==> src/rtl/vec_mem_arbiter.sv <==
// Shares the single memory port between the picorv32 core (CPU) and its vector
// coprocessor (VEC). One transaction is in flight at a time; a watchdog completes unanswered ones.
module vec_mem_arbiter #(
  parameter int VEC_BURST = 4,
  parameter int TIMEOUT   = 16
) (
  input  logic        clk,
  input  logic        reset,
  input  logic        cpu_mem_valid,
  input  logic        cpu_mem_instr,
  input  logic [31:0] cpu_mem_addr,
  input  logic [31:0] cpu_mem_wdata,
  input  logic [3:0]  cpu_mem_wstrb,
  output logic        cpu_mem_ready,
  output logic [31:0] cpu_mem_rdata,
  input  logic        vec_mem_valid,
  input  logic [31:0] vec_mem_addr,
  input  logic [31:0] vec_mem_wdata,
  input  logic [3:0]  vec_mem_wstrb,
  output logic        vec_mem_ready,
  output logic [31:0] vec_mem_rdata,
  output logic        mem_valid,
  output logic        mem_instr,
  output logic [31:0] mem_addr,
  output logic [31:0] mem_wdata,
  output logic [3:0]  mem_wstrb,
  input  logic        mem_ready,
  input  logic [31:0] mem_rdata,
  output logic        grant_vec,
  output logic        timeout_err
);

  typedef enum logic [1:0] {
    IDLE     = 2'd0,
    CPU_BUSY = 2'd1,
    VEC_BUSY = 2'd2
  } state_t;

  localparam logic [7:0] BURST_MAX = 8'(VEC_BURST);
  localparam logic [7:0] WD_LAST   = 8'(TIMEOUT - 1);

  state_t      state_r, state_s;
  logic [7:0]  burst_cnt_r, burst_cnt_s;
  logic [7:0]  wd_cnt_r, wd_cnt_s;
  logic        mem_valid_r, mem_valid_s;
  logic        mem_instr_r, mem_instr_s;
  logic [31:0] mem_addr_r, mem_addr_s;
  logic [31:0] mem_wdata_r, mem_wdata_s;
  logic [3:0]  mem_wstrb_r, mem_wstrb_s;
  logic        grant_vec_r, grant_vec_s;
  logic        timeout_err_r, timeout_err_s;
  logic        busy_s, wd_fire_s, done_s, vec_wins_s;

  // Arbitration, grant capture, watchdog and completion decode
  always_comb begin
    state_s       = state_r;
    burst_cnt_s   = burst_cnt_r;
    wd_cnt_s      = wd_cnt_r;
    mem_valid_s   = mem_valid_r;
    mem_instr_s   = mem_instr_r;
    mem_addr_s    = mem_addr_r;
    mem_wdata_s   = mem_wdata_r;
    mem_wstrb_s   = mem_wstrb_r;
    grant_vec_s   = grant_vec_r;
    timeout_err_s = timeout_err_r;
    busy_s        = (state_r == CPU_BUSY) || (state_r == VEC_BUSY);
    wd_fire_s     = busy_s && (wd_cnt_r == WD_LAST) && !mem_ready;
    done_s        = busy_s && (mem_ready || wd_fire_s);
    vec_wins_s    = vec_mem_valid && (!cpu_mem_valid || (burst_cnt_r < BURST_MAX));

    case (state_r)
      IDLE: begin
        if (vec_wins_s) begin
          state_s     = VEC_BUSY;
          mem_valid_s = 1'b1;
          grant_vec_s = 1'b1;
          mem_instr_s = 1'b0;
          mem_addr_s  = vec_mem_addr;
          mem_wdata_s = vec_mem_wdata;
          mem_wstrb_s = vec_mem_wstrb;
          wd_cnt_s    = 8'd0;
          // Under contention VEC only wins below BURST_MAX, so +1 never exceeds it;
          // a lone VEC request means nobody is waiting and the budget refills.
          if (cpu_mem_valid) begin
            burst_cnt_s = burst_cnt_r + 8'd1;
          end else begin
            burst_cnt_s = 8'd0;
          end
        end else if (cpu_mem_valid) begin
          state_s     = CPU_BUSY;
          mem_valid_s = 1'b1;
          grant_vec_s = 1'b0;
          mem_instr_s = cpu_mem_instr;
          mem_addr_s  = cpu_mem_addr;
          mem_wdata_s = cpu_mem_wdata;
          mem_wstrb_s = cpu_mem_wstrb;
          wd_cnt_s    = 8'd0;
          burst_cnt_s = 8'd0;
        end else begin
          state_s = IDLE;
        end
      end
      CPU_BUSY, VEC_BUSY: begin
        if (done_s) begin
          state_s     = IDLE;
          mem_valid_s = 1'b0;
          grant_vec_s = 1'b0;
          // A real acknowledge in the watchdog cycle wins, so no error is flagged.
          if (wd_fire_s) begin
            timeout_err_s = 1'b1;
          end else begin
            timeout_err_s = timeout_err_r;
          end
        end else begin
          wd_cnt_s = wd_cnt_r + 8'd1;
        end
      end
      default: begin
        state_s     = IDLE;
        mem_valid_s = 1'b0;
        grant_vec_s = 1'b0;
      end
    endcase
  end

  // Completion steering: only the owner sees ready; a watchdog completion returns zero data
  always_comb begin
    cpu_mem_ready = 1'b0;
    vec_mem_ready = 1'b0;
    cpu_mem_rdata = mem_rdata;
    vec_mem_rdata = mem_rdata;
    if (state_r == CPU_BUSY) begin
      cpu_mem_ready = done_s;
      if (wd_fire_s) begin
        cpu_mem_rdata = 32'h0000_0000;
      end else begin
        cpu_mem_rdata = mem_rdata;
      end
    end else if (state_r == VEC_BUSY) begin
      vec_mem_ready = done_s;
      if (wd_fire_s) begin
        vec_mem_rdata = 32'h0000_0000;
      end else begin
        vec_mem_rdata = mem_rdata;
      end
    end else begin
      cpu_mem_ready = 1'b0;
      vec_mem_ready = 1'b0;
    end
  end

  // State and downstream request registers
  always_ff @(posedge clk) begin
    if (reset) begin
      state_r       <= IDLE;
      burst_cnt_r   <= 8'd0;
      wd_cnt_r      <= 8'd0;
      mem_valid_r   <= 1'b0;
      mem_instr_r   <= 1'b0;
      mem_addr_r    <= 32'h0000_0000;
      mem_wdata_r   <= 32'h0000_0000;
      mem_wstrb_r   <= 4'b0000;
      grant_vec_r   <= 1'b0;
      timeout_err_r <= 1'b0;
    end else begin
      state_r       <= state_s;
      burst_cnt_r   <= burst_cnt_s;
      wd_cnt_r      <= wd_cnt_s;
      mem_valid_r   <= mem_valid_s;
      mem_instr_r   <= mem_instr_s;
      mem_addr_r    <= mem_addr_s;
      mem_wdata_r   <= mem_wdata_s;
      mem_wstrb_r   <= mem_wstrb_s;
      grant_vec_r   <= grant_vec_s;
      timeout_err_r <= timeout_err_s;
    end
  end

  assign mem_valid   = mem_valid_r;
  assign mem_instr   = mem_instr_r;
  assign mem_addr    = mem_addr_r;
  assign mem_wdata   = mem_wdata_r;
  assign mem_wstrb   = mem_wstrb_r;
  assign grant_vec   = grant_vec_r;
  assign timeout_err = timeout_err_r;

endmodule

==> config.mk <==
export PLATFORM = sky130hd
export DESIGN_NAME = vec_mem_arbiter
export DESIGN_NICKNAME = d
export VERILOG_FILES = /design/src/rtl/vec_mem_arbiter.sv
export SDC_FILE = /design/constraint.sdc
export NUM_CORES = 1
export LEC_CHECK = 0
export ABC_AREA = 1
export BUFFER_PORTS_ARGS = -buffer_cell sky130_fd_sc_hd__buf_2
export CAP_MARGIN = 10
export CELL_PAD_IN_SITES_DETAIL_PLACEMENT = 0
export CELL_PAD_IN_SITES_GLOBAL_PLACEMENT = 1
export CORE_ASPECT_RATIO = 1.75
export CORE_MARGIN = 2
export CORE_UTILIZATION = 29
export DETAILED_ROUTE_END_ITERATION = 16
export PLACE_DENSITY_LB_ADDON = 0.05
export SYNTH_ARGS = -nofsm -noshare
export SYNTH_HDL_FRONTEND = slang
export SYNTH_SLANG_ARGS = --single-unit
==> constraint.sdc <==
create_clock -name clk -period 4.2 [get_ports clk]
set_clock_uncertainty 0.2 [all_clocks]
set_input_delay 0.84 -clock clk [delete_from_list [all_inputs] [get_ports clk]]
set_output_delay 0.84 -clock clk [all_outputs]
set_load 0.1 [all_outputs]
Yosys cells after proc, flatten, opt, wreduce, memory -nomap -nowiden
Index checks and enable logic that the tools add are counted.

Output and inout bits: 138. Logic and storage cells: 68. Input port bits: 174. Register bits after elaboration: 90.

$lt $le $gt $ge: 1. Multiplexer cells: 32. Reduce and logical (&&, ||, !) cells: 17. Add/sub/neg operators: 2. Equal/unequal tests: 6.

Operators by type and width (count): $mux W32 (8); $mux W8 (5); $add A8 B1 Y8 const B (2); $pmux W8 S2 (1); $mux W1 (11); $eq A8 B4 Y1 const B (1); $lt A8 B3 Y1 const B (1); $mux W4 (2); $reduce_and A3 Y1 (2); $logic_and A1 B1 Y1 (4); $mux W2 (2); $ne A2 B2 Y1 const B (2); $pmux W1 S2 (2); $pmux W2 S2 (1); $reduce_and A2 Y1 (2); $reduce_bool A2 Y1 (2); $logic_or A1 B1 Y1 (3); $ne A3 B3 Y1 const B (1); $eq A2 B1 Y1 const B (1); $eq A2 B2 Y1 const B (1); $logic_not A1 Y1 (2); $logic_not A2 Y1 (1); $reduce_or A2 Y1 (1).

Logic depth before layout (Yosys ltp)
Depth in word-level cells: 8. Gate-level depth with buffers: 10.

Worst setup path before layout
Ideal clock, no wire load.

Path type: register to output. Start point: register state_r[0]. End point: output cpu_mem_ready. Arrival: 2493 ps. Setup slack: 667 ps. Stages on the path, launching flop included: 7. Data required time: 3160 ps. Buffers on the path: 1. Cell sequence: dfxtp_1 -> inv_1 -> ha_1 -> inv_2 -> o21bai_2 -> buf_2 -> nor2_1.

Longest elaborated chain between the ends: 7. Elaborated cells on any way between the ends: 8. Those cells by class: 2 x eq/ne; 1 x mux; 5 x reduce/logical.

Ends and longest elaborated chain: start: declaration (RTL line 42) `state_t state_r, state_s;`; start signal: assignment (RTL line 166) `state_r <= state_s;`; $eq A2 B1 Y1 or $eq A2 B2 Y1 (tied branches) (RTL line 66, 132); $logic_or A1 B1 Y1 (RTL line 66) `busy_s = (state_r == CPU_BUSY) || (state_r == VEC_BUSY);`; $logic_and A1 B1 Y1 (2 in a row) (RTL line 67) `wd_fire_s = busy_s && (wd_cnt_r == WD_LAST) && !mem_ready;`; $logic_or A1 B1 Y1 (RTL line 68) `done_s = busy_s && (mem_ready || wd_fire_s);`; $logic_and A1 B1 Y1 (RTL line 68); $mux W1 (*) (RTL line 132) `if (state_r == CPU_BUSY) begin`; end: declaration (RTL line 14) `output logic cpu_mem_ready,`.

Mark *: on every way between the ends. The rest lies on a longest branch, timed or not.

Worst setup path after layout
Start point: register state_r[0]. End point: output vec_mem_rdata[22].

Longest elaborated chain between the ends: 7. Elaborated cells on any way between the ends: 8. Those cells by class: 2 x eq/ne; 3 x mux; 3 x reduce/logical.

Ends and longest elaborated chain: $eq A2 B1 Y1 or $eq A2 B2 Y1 (tied branches) (RTL line 66, 132, 139); $logic_or A1 B1 Y1 (RTL line 66); $logic_and A1 B1 Y1 (2 in a row) (RTL line 67); $mux W32 (RTL line 141) `if (wd_fire_s) begin`; $mux W32 (RTL line 139) `end else if (state_r == VEC_BUSY) begin`; $mux W32 (*) (RTL line 132); end: declaration (RTL line 21) `output logic [31:0] vec_mem_rdata,`.

Marked as above.

==> metrics.cfg <==
[outcome]
status=complete, no violations

[worst_setup_path]
slowest_delay_ps=430
worstPathMaxFanout=32
arrival_ps=2630
crit_chain=inv_1 -> ha_1 -> inv_2 -> nor3_2 -> nand3_1 -> nor3_2 -> nand3_4 -> nand2_1 -> inv_1 -> buf_2
worstSetupPathType=flip-flop to output port
cp_data_required_time_ps=3160
reg2reg_slack_ps=1740
worstSetupEndpointType=output port
start_kind=flip-flop
crit_slowest_cell=ha_1
worstPathBufferInverterCount=4
crit_family=simple AND/OR/NAND/NOR gates

[drt]
first_pass_iters=4
post_drt_wl_per_cell_um=12.9
ant_nets=0
wirelength_um=18100
vias=5834
vias_per_cell=4.15
drt_iter0_markers=280
drcViolationCount=0

[run]
cap_violations=0

[global_routing]
grt_use_total_pct=18.5
antenna_found_initial=3
grt_first_pass_wirelength_um=27500
grt_max_degree=91
overflow=0
grt_pass1_vias=5318

[clock_network]
cts_root_buf=clkbuf_16
clk-insertion-delay-late_ps=340
clk_path_buf_depth=2
postCtsSetupBuffers=0
cts_sinks=90
htreeDepth=3
postCtsHoldBufs=0
clkTransAtPathRegs_ps=70
cts_resized=0
cts_buffers=9
cts_tree=built

[synthesis]
syn_inst=885
netlist.area_leader.share_pct=35.5
synth_top_area_cell=dfxtp_1
avgSynthCellArea_um2=5.73
synthTopCellsByArea=dfxtp_1 36%, nand2_1 23%, nor2_1 12%
synth_top_flop_cell=dfxtp_1
ys_seq_area_share_pct=35.5
ys_seq_elements=90
synth.cell_area_um2=5070
synth.most_common_cell=nand2_1
synth_common_cells=310 x nand2_1, 165 x nor2_1, 148 x inv_1
ys_async_sr_fraction_pct=0
synth_edf_count=0
ys_warn_count=0
synth_nets=1064
synth.distinct_cells=21

[floorplanning]
rows=64
core_area_um2=17300
die_x_um=104
dieArea_um2=18600
dieHeight_um=179
start_util_pct=29.3
pin_count=312

[pwr]
power_density_nw_per_um2=498
finalPower_mw=3.54
peakVddDrop_mv=0.213
leakagePower_nw=4.54

[timing]
max_freq_ghz=0.272
hold_viol=0
finalSetupViolations=0
relSlewSlack_pct=36.7
rsz0062_at_grt=no
finalCriticalPeriod_ps=3670
slew_violations=0
worst_pin_slew_ps=950
fin_crit_sh_pct=87.4
tns_ps=0

[worst_hold_path]
hp-class=flip-flop to flip-flop

[placement]
dp_hpwl_um=13700
io_buffer_count=311
dpl_cell_area_um2=6790
gp_congestion=0.802
dp_cells=1389

[final_layout]
nNetsFinal=1348
post-route-util_pct=41.1
drive_above_1_share_pct=29.4
fin_cells=1407
syn_to_final_growth_pct=40.0
fin_area_um2=7100

==> worst register-to-register path: stages, from the launching register on <==
cell and delay [ps]:
dfxtp_1 330, inv_1 80, ha_1 290, o21ai_4 160, inv_4 680, buf_12 340
nand3_1 150, nand2_1 90, inv_1 40
==> cell families (layout without fill, tap and decap cells) <==
group,after synthesis,in the layout,share of synthesized area (%)
buffers and inverters,198,487,15.6
other,0,2,0
AOI/OAI and AO/OA,20,20,2.37
and+or+nand+nor,571,571,45.0
muxes,1,1,0.197
DFF,90,90,35.5
adders and majority gates,5,5,1.23
==> through the flow <==
step                      setup slack (ps)  hold WS (ps)
final                                  529           239
after detailed placement               696           230
after global placement                 776           227
after floorplan                        667           218
after global routing                   229           274
after CTS                              311           242
==> final timing paths <==
check / start / to / cells after the start
max: state_r[0]$_SDFFE_PP0P_ / vec_mem_rdata[22] / 10
min: burst_cnt_r[6]$_SDFFE_PP0P_ / burst_cnt_r[6]$_SDFFE_PP0P_ / 2
max reg2reg: state_r[0]$_SDFFE_PP0P_ / mem_wdata[7]$_SDFFE_PP0P_ / 8
min reg2reg: burst_cnt_r[6]$_SDFFE_PP0P_ / burst_cnt_r[6]$_SDFFE_PP0P_ / 2
==> where the power goes <==
| group | total (mW) | switching, mW | internal [mW] |
|---|---|---|---|
| clock network | 0.827 | 0.350 | 0.477 |
| registers | 1.02 | 0.0549 | 0.962 |
| logic | 1.69 | 1.37 | 0.317 |
==> state kept, by name, summed over array words and instances (netlist names) <==
register     cells
mem_addr        32
wd_cnt_r         8
burst_cnt_r      8
mem_instr        1
mem_valid        1
mem_wstrb        4
state_r          2
timeout_err      1
grant_vec        1
mem_wdata       32
==> placed cells by master (no fill, tap or decap), types with 2 or more instances in the layout <==
cell,count
nand3_1,90
nor2_1,165
buf_4,6
nor3b_1,2
clkinvlp_4,3
clkbuf_16,9
o21ai_0,5
inv_2,2
buf_12,2
inv_1,148
nor3_2,2
dfxtp_1,90
buf_2,311
ha_1,5
a21oi_1,12
nand2_1,309
diode_2,2
==> per-layer routing <==
layer | wire [µm] | track usage [%] | vias to the layer above
li1 | - | - | 3165
met1 | 7170 | 20.0 | 2470
met2 | 9300 | 34.2 | 177
met3 | 1240 | 5.38 | 20
met4 | 388 | 6.70 | 2
met5 | 13 | 0 | -
==> layout make-up <==
class / count / area, µm²
clock inverter: 6 / 66.3
inverter: 152 / 573
timing repair buffer: 319 / 1640
antenna: 2 / 5.00
tap: 231 / 289
sequential: 90 / 1800
fill: 1959 / 10200
multi-input combinational: 597 / 2490
clock buffer: 10 / 239
Note: power is estimated with default switching activity, not from simulation.
